[src/rtl/ahb_ram_ctrl_pkg.sv]
// Shared AHB-Lite encodings, controller FSM states and byte-lane helpers for ahb_ram_ctrl.
package ahb_ram_ctrl_pkg;

    localparam logic [1:0] HTRANS_IDLE   = 2'b00;
    localparam logic [1:0] HTRANS_BUSY   = 2'b01;
    localparam logic [1:0] HTRANS_NONSEQ = 2'b10;
    localparam logic [1:0] HTRANS_SEQ    = 2'b11;

    localparam logic [2:0] HSIZE_BYTE = 3'd0;
    localparam logic [2:0] HSIZE_HALF = 3'd1;
    localparam logic [2:0] HSIZE_WORD = 3'd2;

    localparam logic HRESP_OKAY  = 1'b0;
    localparam logic HRESP_ERROR = 1'b1;

    typedef enum logic [1:0] {
        ST_OK,
        ST_STALL,
        ST_ERR1,
        ST_ERR2
    } ahb_state_t;

    // Oversize, or not naturally aligned for its size.
    function automatic logic size_illegal(input logic [2:0] size, input logic [1:0] addr);
        return (size > HSIZE_WORD) ||
               ((size == HSIZE_HALF) && addr[0]) ||
               ((size == HSIZE_WORD) && (addr != 2'b00));
    endfunction

    function automatic logic [3:0] lane_mask(input logic [2:0] size, input logic [1:0] addr);
        case (size)
            HSIZE_BYTE: return 4'b0001 << addr;
            HSIZE_HALF: return addr[1] ? 4'b1100 : 4'b0011;
            default:    return 4'b1111;
        endcase
    endfunction

endpackage

[src/rtl/ram_write_buffer.sv]
// One-entry posted write buffer with per-byte read forwarding onto RAM read data.
// Latency: fill/drain take effect at the clock edge; forwarding is combinational.
// Backpressure: none; the owner must drain before refilling a full entry (fill wins over drain).
module ram_write_buffer #(
    parameter int AW = 12
) (
    input  logic          core_clk,
    input  logic          arst_n,
    input  logic          fill,
    input  logic [AW-1:0] fill_addr,
    input  logic [3:0]    fill_mask,
    input  logic [31:0]   fill_dat,
    input  logic          drain,
    output logic          buf_vld,
    output logic [AW-1:0] buf_addr,
    output logic [3:0]    buf_mask,
    output logic [31:0]   buf_dat,
    input  logic [AW-1:0] rd_addr,
    input  logic [31:0]   ram_dat,
    output logic [31:0]   rd_dat
);

    logic hit;

    always_ff @(posedge core_clk or negedge arst_n) begin
        if (!arst_n) begin
            buf_vld  <= 1'b0;
            buf_addr <= '0;
            buf_mask <= '0;
            buf_dat  <= '0;
        end else if (fill) begin
            buf_vld  <= 1'b1;
            buf_addr <= fill_addr;
            buf_mask <= fill_mask;
            buf_dat  <= fill_dat;
        end else if (drain) begin
            buf_vld  <= 1'b0;
        end
    end

    assign hit = buf_vld && (buf_addr == rd_addr);

    always_comb begin
        rd_dat = ram_dat;
        for (int i = 0; i < 4; i++) begin
            if (hit && buf_mask[i]) begin
                rd_dat[8*i +: 8] = buf_dat[8*i +: 8];
            end
        end
    end

endmodule

[src/rtl/ahb_ram_ctrl.sv]
// AHB-Lite slave fronting a single-port synchronous SRAM through a one-entry posted write buffer.
// Latency: zero wait states; read data is returned in the cycle after the address phase.
// Backpressure: one HREADYOUT=0 cycle on write-data/full-buffer/read-address collision; two-cycle ERROR on illegal sizes.
module ahb_ram_ctrl
    import ahb_ram_ctrl_pkg::*;
#(
    parameter int AW = 12
) (
    input  logic          HCLK,
    input  logic          HRESETn,
    input  logic          HSEL,
    input  logic [31:0]   HADDR,
    input  logic [1:0]    HTRANS,
    input  logic [2:0]    HSIZE,
    input  logic          HWRITE,
    input  logic          HREADY,
    input  logic [31:0]   HWDATA,
    output logic          HREADYOUT,
    output logic          HRESP,
    output logic [31:0]   HRDATA,
    output logic          RAM_EN,
    output logic [3:0]    RAM_WE,
    output logic [AW-1:0] RAM_A,
    output logic [31:0]   RAM_Di,
    input  logic [31:0]   RAM_Do
);

    ahb_state_t    state_q, state_cur, state_d;
    logic          addr_vld, acc, illegal, conflict, stall;
    logic          read_issue, capture, commit;
    logic [AW-1:0] word_addr;
    logic          dp_write, dp_read;
    logic [AW-1:0] dp_addr;
    logic [3:0]    dp_mask;
    logic          buf_vld;
    logic [AW-1:0] buf_addr;
    logic [3:0]    buf_mask;
    logic [31:0]   buf_dat, fwd_dat;
    logic          addr_unused;

    // Upper address bits alias onto the RAM; HTRANS[0] only separates SEQ from NONSEQ.
    assign addr_unused = ^{HADDR[31:AW+2], HTRANS[0]};

    assign addr_vld  = HSEL & HTRANS[1];
    assign acc       = addr_vld & HREADY;
    assign illegal   = size_illegal(HSIZE, HADDR[1:0]);
    assign word_addr = HADDR[AW+1:2];

    // The write data phase must be extended in the very cycle the collision is seen,
    // so STALL is decoded from OK combinationally rather than registered first.
    assign conflict = dp_write & buf_vld & addr_vld & ~HWRITE & ~illegal;

    always_ff @(posedge HCLK or negedge HRESETn) begin
        if (!HRESETn) state_q <= ST_OK;
        else          state_q <= state_d;
    end

    always_comb begin
        state_cur = state_q;
        if ((state_q == ST_OK) && conflict) state_cur = ST_STALL;
        state_d   = state_cur;
        HREADYOUT = 1'b1;
        HRESP     = HRESP_OKAY;
        case (state_cur)
            ST_OK: begin
                if (acc && illegal) state_d = ST_ERR1;
            end
            ST_STALL: begin
                HREADYOUT = 1'b0;
                state_d   = ST_OK;
            end
            ST_ERR1: begin
                HREADYOUT = 1'b0;
                HRESP     = HRESP_ERROR;
                state_d   = ST_ERR2;
            end
            ST_ERR2: begin
                HRESP   = HRESP_ERROR;
                state_d = (acc && illegal) ? ST_ERR1 : ST_OK;
            end
            default: state_d = ST_OK;
        endcase
    end

    assign stall      = (state_cur == ST_STALL);
    assign read_issue = HRESETn & acc & ~illegal & ~HWRITE & ~stall;
    assign capture    = dp_write & HREADYOUT;
    assign commit     = buf_vld & ~read_issue;

    always_ff @(posedge HCLK or negedge HRESETn) begin
        if (!HRESETn) begin
            dp_write <= 1'b0;
            dp_read  <= 1'b0;
            dp_addr  <= '0;
            dp_mask  <= '0;
        end else if (HREADY) begin
            dp_write <= acc & ~illegal & HWRITE;
            dp_read  <= acc & ~illegal & ~HWRITE;
            if (acc) begin
                dp_addr <= word_addr;
                dp_mask <= lane_mask(HSIZE, HADDR[1:0]);
            end
        end
    end

    ram_write_buffer #(.AW(AW)) u_wbuf (
        .core_clk  (HCLK),
        .arst_n    (HRESETn),
        .fill      (capture),
        .fill_addr (dp_addr),
        .fill_mask (dp_mask),
        .fill_dat  (HWDATA),
        .drain     (commit),
        .buf_vld   (buf_vld),
        .buf_addr  (buf_addr),
        .buf_mask  (buf_mask),
        .buf_dat   (buf_dat),
        .rd_addr   (dp_addr),
        .ram_dat   (RAM_Do),
        .rd_dat    (fwd_dat)
    );

    assign HRDATA = dp_read ? fwd_dat : 32'h0;

    assign RAM_EN = read_issue | commit;
    assign RAM_WE = commit ? buf_mask : 4'b0000;
    assign RAM_A  = read_issue ? word_addr : buf_addr;
    assign RAM_Di = buf_dat;

endmodule

[config.mk]
export PLATFORM = sky130hd
export DESIGN_NAME = ahb_ram_ctrl
export DESIGN_NICKNAME = d
export VERILOG_FILES = /design/src/rtl/ahb_ram_ctrl_pkg.sv /design/src/rtl/ram_write_buffer.sv /design/src/rtl/ahb_ram_ctrl.sv
export SDC_FILE = /design/constraint.sdc
export NUM_CORES = 1
export LEC_CHECK = 0
export CORE_MARGIN = 2
export CORE_UTILIZATION = 35
export DETAILED_ROUTE_END_ITERATION = 10
export GPL_ROUTABILITY_DRIVEN = 1
export PLACE_DENSITY = 0.78
export SETUP_SLACK_MARGIN = 0.02
export SLEW_MARGIN = 40
export SYNTH_ARGS = -nofsm -noshare
export SYNTH_HDL_FRONTEND = slang
export SYNTH_SLANG_ARGS = --single-unit
export TNS_END_PERCENT = 20
[constraint.sdc]
create_clock -name HCLK -period 2.35 [get_ports HCLK]
set_clock_uncertainty 0.05 [all_clocks]
set_input_delay 0.5875 -clock HCLK [delete_from_list [all_inputs] [get_ports HCLK]]
set_output_delay 0.5875 -clock HCLK [all_outputs]
set_load 0.05 [all_outputs]
[Word-level counts from Yosys, hierarchy flattened]
Cells that the tools add are included.
Storage, ports and cells
  input bits: 106
  output and inout port bits: 83
  register bits: 69
Cells by class
  reductions and logical operators: 19
  bitwise logic cells: 20
  $lt $le $gt $ge: 1
  mux-type cells: 17
  shift operators: 1
  eq/ne operators: 6
Operators by type and width (count)
  $mux 32: 1
  $mux 8: 4
  $and 1x1->1: 15
  $eq 12x12->1: 1
  $mux 12: 1
  $logic_and 1x1->1: 9
  $mux 4: 2
  $pmux 2 s4: 1
  $pmux 4 s2: 1
  $mux 2: 3
  $eq 2x2->1 const B: 2
  $logic_not 2->1: 2
  $mux 1: 4
  $not 1->1: 4
  $reduce_bool 2->1: 2
  $reduce_or 2->1: 2
  $shl 1x2->4 const A: 1
  $eq 3x1->1 const B: 1
  $eq 3x2->1 const B: 1
  $gt 3x2->1 const B: 1
  $logic_not 3->1: 1
  $eq 2x1->1 const B: 1
  $logic_or 1x1->1: 2
  $reduce_and 2->1: 1
  $or 1x1->1: 1

[Depth between registers and ports, before layout]
  depth in word-level cells: 15
  depth in mapped cells: 8
  depth with buffers taken out: 5

[Cells and area by module]
From an unflattened synthesis, not the netlist that was laid out.
Unflattened totals
  cell total of the unflattened synthesis: 312
  area total of the unflattened synthesis: 3739.8 sq um
By module, submodules not included
  ram_write_buffer: times used 1, area an instance 2429.8 sq um, seq. area each 1226.2 sq um, cells an instance 163
  ahb_ram_ctrl: times used 1, area an instance 1310.0 sq um, seq. area each 500.5 sq um, cells an instance 149

[Least setup slack after synthesis]
No wires, ideal clock.
  path type: input -> output
  start: in HADDR[0]
  end: out RAM_A[1]
  data arrival time: 2.377 ns
  required time: 1.712 ns
  path slack: -0.665 ns
  path buffers: 1
  stages on the path: 5
  cells stage by stage: a21oi_1 > o21ai_0 > nor3_1 > clkbuf_1 > o21ai_0
On the way
  longest elaborated chain between the ends: 11
  elaborated cells on any way between the ends: 15
  those cells by class: 1 x eq/ne; 2 x mux; 6 x bitwise; 6 x reduce/logical
RTL lines
  start: declaration: line ahb_ram_ctrl.sv:12  | input logic [31:0] HADDR,
  $reduce_bool 2->1 / $logic_and 1x1->1 (equally long branches): line ahb_ram_ctrl_pkg.sv:27, ahb_ram_ctrl_pkg.sv:26
  $logic_and 1x1->1 / $logic_or 1x1->1 (equally long branches): line ahb_ram_ctrl_pkg.sv:27, ahb_ram_ctrl_pkg.sv:25
  $logic_or 1x1->1 (*): line ahb_ram_ctrl_pkg.sv:26  | ((size == HSIZE_HALF) && addr[0]) ||
  $not 1->1 (*): line ahb_ram_ctrl.sv:51, ahb_ram_ctrl.sv:86
  $and 1x1->1: line ahb_ram_ctrl.sv:51  | assign conflict = dp_write & buf_vld & addr_vld & ~HWRITE & ~illegal;
  $logic_and 1x1->1: line ahb_ram_ctrl.sv:60  | if ((state_q == ST_OK) && conflict) state_cur = ST_STALL;
  $mux 2: line ahb_ram_ctrl.sv:60
  $eq 2x1->1: line ahb_ram_ctrl.sv:85  | assign stall = (state_cur == ST_STALL);
  $not 1->1: line ahb_ram_ctrl.sv:86  | assign read_issue = HRESETn & acc & ~illegal & ~HWRITE & ~stall;
  $and 1x1->1 (*): line ahb_ram_ctrl.sv:86
  $mux 12 (*): line ahb_ram_ctrl.sv:127  | assign RAM_A = read_issue ? word_addr : buf_addr;
  end: declaration: line ahb_ram_ctrl.sv:23  | output logic [AW-1:0] RAM_A,
Mark *: on every way between the ends. The rest lies on a longest branch, timed or not.

[Worst setup path in the final report]
  start: reg u_wbuf.buf_addr[10]
  end: out HRDATA[31]
On the way
  longest elaborated chain between the ends: 5
RTL lines
  start: declaration: line ram_write_buffer.sv:15  | output logic [AW-1:0] buf_addr,
  start signal: assignment: line ram_write_buffer.sv:33  | buf_addr <= fill_addr;
  $eq 12x12->1: line ram_write_buffer.sv:41  | assign hit = buf_vld && (buf_addr == rd_addr);
  $logic_and 1x1->1: line ram_write_buffer.sv:41
  $logic_and 1x1->1: line ram_write_buffer.sv:46  | if (hit && buf_mask[i]) begin
  $mux 8: line ram_write_buffer.sv:46
  $mux 32: line ahb_ram_ctrl.sv:123  | assign HRDATA = dp_read ? fwd_dat : 32'h0;
  end: declaration: line ahb_ram_ctrl.sv:20  | output logic [31:0] HRDATA,
No other way between the ends.

==> results.py <==
metrics = {
    "outcome": {
        "outcome": "finished, violations left",
        "failed_checks": "setup timing",
    },
    "global_route": {
        "gr-total-overflow": 0,
        "antenna_found_initial": 0,
        "grt_pass1_wl_um": 31100,
        "track_usage_pct": 27.3,
        "grt_start_max_net_pins": 70,
        "grt_pass1_vias": 6041,
    },
    "sta": {
        "postLayoutSetupSlackWorst_ns": -0.603,
        "fin_crit_ns": 2.95,
        "setup_viol": 50,
        "hold_violations": 0,
        "drv_slew": 0,
        "post-route-period-util_pct": 126,
        "relSlewSlack_pct": 56.5,
        "rsz0062_at_grt": "yes",
        "tightestPinTransition_ns": 0.652,
        "fmax_mhz": 339,
        "holdWs_ns": 0.330,
    },
    "synthesis": {
        "ys_types": 37,
        "synth_top_cell_area_share_pct": 38.2,
        "syn-num-nets": 698,
        "synth.largest_area_cell": "dfrtp_1",
        "ys_seq_elements": 69,
        "synth_area_sq_um": 4520,
        "seq_area_frac_synth_pct": 38.2,
        "ys.flop_type": "dfrtp_1",
        "synth_adder_area_share_pct": 0,
        "syn_inst": 592,
        "synthMuxAreaShare_pct": 2.49,
        "synth-edff-count": 0,
        "yosys_warnings": 0,
        "synthArstFlopShare_pct": 100,
        "synth_top_family_by_area": "compound AO/OA/AOI/OAI gates",
        "post_synth_and_or_nand_nor_area_fraction_pct": 15.7,
        "synth_compound_area_share_pct": 34.7,
        "ys_top_cells_by_area": "dfrtp_1 38%, o22ai_1 14%, a21oi_1 9.5%, o21ai_0 9.2%, nand2_1 7.2%",
        "synth-xor-area-share_pct": 1.55,
        "avgSynthCellArea_sq_um": 7.64,
    },
    "worst_setup_path": {
        "worstPathCellList": "xnor2_2 > nand2_2 > or4_4 > buf_8 > o21ai_0 > buf_4 > a21oi_4 > buf_12",
        "cp.required_ns": 1.71,
        "cpMaxStageDelayCell": "or4_4",
        "critPathMaxFanout": 14,
        "arrival_ns": 2.32,
        "cp_slowest_stage_delay_ns": 0.57,
        "r2r-start": "u_wbuf.buf_vld",
        "startpoint": "u_wbuf.buf_addr[10]",
        "path_class": "register to primary output",
        "cp-start-kind": "register",
        "end_kind": "primary output",
    },
    "final_layout": {
        "diodes": 0,
        "ff_latch_area_sq_um": 1730,
        "synthToLayoutAreaGrowth_pct": 86.2,
        "mostFrequentLayoutCell": "clkdlybuf4s50_1",
        "nets": 926,
        "final_cell_mix": "108 x clkdlybuf4s50_1, 97 x o22ai_1, 92 x buf_4, 83 x nand2_1, 66 x dfrtp_1",
        "fin_util_pct": 66.7,
        "drive_gt1_share_pct": 31.3,
        "multiInputGateArea_sq_um": 3020,
        "fillers": 976,
        "fin_cells": 997,
    },
    "clock_tree": {
        "cts-root-buf": "clkbuf_16",
        "cts_sinks": 69,
        "clock_path_buffers": 2,
        "htreeDepth": 3,
        "cts_tree": "yes",
        "numCtsBuffers": 9,
        "clock_latency_ns": 0.33,
        "path_clk_slew_ns": 0.06,
        "cts_hold_buf": 0,
    },
    "pwr": {
        "peakVddDrop_mv": 0.797,
        "power.leakage_uw": 0.00336,
        "p_per_area_nw_per_um2": 876,
    },
    "place": {
        "gp_congestion": 0.841,
        "io_buffers": 169,
        "dp.cells": 969,
        "hpwl_um": 12800,
    },
    "route": {
        "detail-route-antenna-nets": 0,
        "drc_errors": 0,
        "vias": 5928,
        "firstDrtPassIters": 5,
        "vias_per_cell": 5.95,
        "wl_per_cell_um": 19.4,
        "finalWirelength_um": 19400,
        "initialDrtViolationCount": 547,
    },
    "floorplanning": {
        "ioPinCount": 189,
        "die_h_um": 118,
        "core_sq_um": 12600,
        "die_width_um": 118,
        "rows": 41,
        "dieArea_sq_um": 13800,
        "initial_core_util_pct": 35.8,
    },
    "worst_hold_path": {
        "hp-class": "primary input to asynchronous set/reset pin",
    },
    "run": {
        "maxCapViolCount": 0,
    },
}
-- per-stage QoR --
stage / setup WS [ns] / setup TNS [ns] / power (uW) / area [sq um]
3_5_place_dp: -0.807 / -39.54 / 5650 / 7780
5_1_grt: -0.673 / -27.57 / 7750 / 8420
6_report: -0.603 / -24.40 / 7380 / 8420
3_3_place_gp: -0.746 / -48.51 / 5390 / 7720
4_1_cts: -0.607 / -23.79 / 7290 / 8350
2_1_floorplan: -0.210 / -7.80 / 4120 / 4950
-- registers in the layout (all words and copies together) (netlist names) --
signal and cells:
u_wbuf.buf_dat 32, dp_addr 12, u_wbuf.buf_addr 12, dp_mask 4, u_wbuf.buf_mask 4, state_q 2
dp_read 1, dp_write 1, u_wbuf.buf_vld 1
-- routing by layer --
metal	wire, um	track usage [%]	share of wire (%)	up-vias
met2	9800	46.8	51	314
met5	0	0	0	-
li1	-	-	-	2699
met1	7750	33.7	40	2861
met3	1240	4.75	6.4	54
met4	578	11.4	3.0	0
-- timing repair --
item	4_1_cts	5_1_grt
endpoints found under the setup margin	69	50
buffers inserted	9	1
gates cloned	2	0
resized for setup	81	17
pin swaps	11	8
-- Yosys cell counts, drive strengths merged, types with 2 or more instances --
| cell | n |
|---|---|
| o22ai | 98 |
| o21ai | 93 |
| nand2 | 87 |
| a21oi | 86 |
| dfrtp | 69 |
| clkbuf | 36 |
| nand4 | 36 |
| buf | 25 |
| mux2 | 10 |
| inv | 8 |
| nor2 | 6 |
| xnor2 | 5 |
| and3b | 4 |
| nor3 | 4 |
| and3 | 3 |
| nand3 | 3 |
| xor2 | 3 |
| clkinv | 2 |
-- kinds of logic (layout without fill, tap and decap cells) --
logic type | after synthesis | after routing
compound gates | 284 | 284
simple gates | 150 | 150
buf+inv | 71 | 304
flops | 69 | 69
mux | 10 | 10
xor+xnor | 8 | 8
-- critical path: cells and delay by family (launching register included) --
family / cells / cell delay (ns)
buffers and inverters: 3 / 0.47
AOI/OAI and AO/OA: 2 / 0.22
DFF: 1 / 0.41
xor gates and xnor gates: 1 / 0.21
and+or+nand+nor: 2 / 0.66
-- worst paths after layout --
check / end / slack (ns) / cells past startpoint
worst max-delay path: HRDATA[31] / -0.60 / 8
worst min-delay path: u_wbuf.buf_addr[7] / 0.33 / 2
worst max register to register: u_wbuf.buf_addr[8] / 0.15 / 8
worst min register to register: dp_mask[0] / 0.48 / 1
max in group asynchronous: dp_write / 1.43 / 2
min in group HCLK: dp_mask[0] / 0.48 / 1
-- cell type report --
cell class / instances / area share, %
sequential: 69 / 20.5
inverter: 10 / 0.461
clock inverter: 6 / 1.32
clock buffer: 10 / 2.72
multi-input combinational: 452 / 35.8
tap: 172 / 2.56
timing repair buffer: 278 / 36.6
-- report_power, final --
part | switching (uW) | internal [uW]
Clock | 522 | 1040
Combinational | 2410 | 1720
Sequential | 254 | 1430
Total | 3190 | 4190
Note: power is estimated with default switching activity, not from simulation.
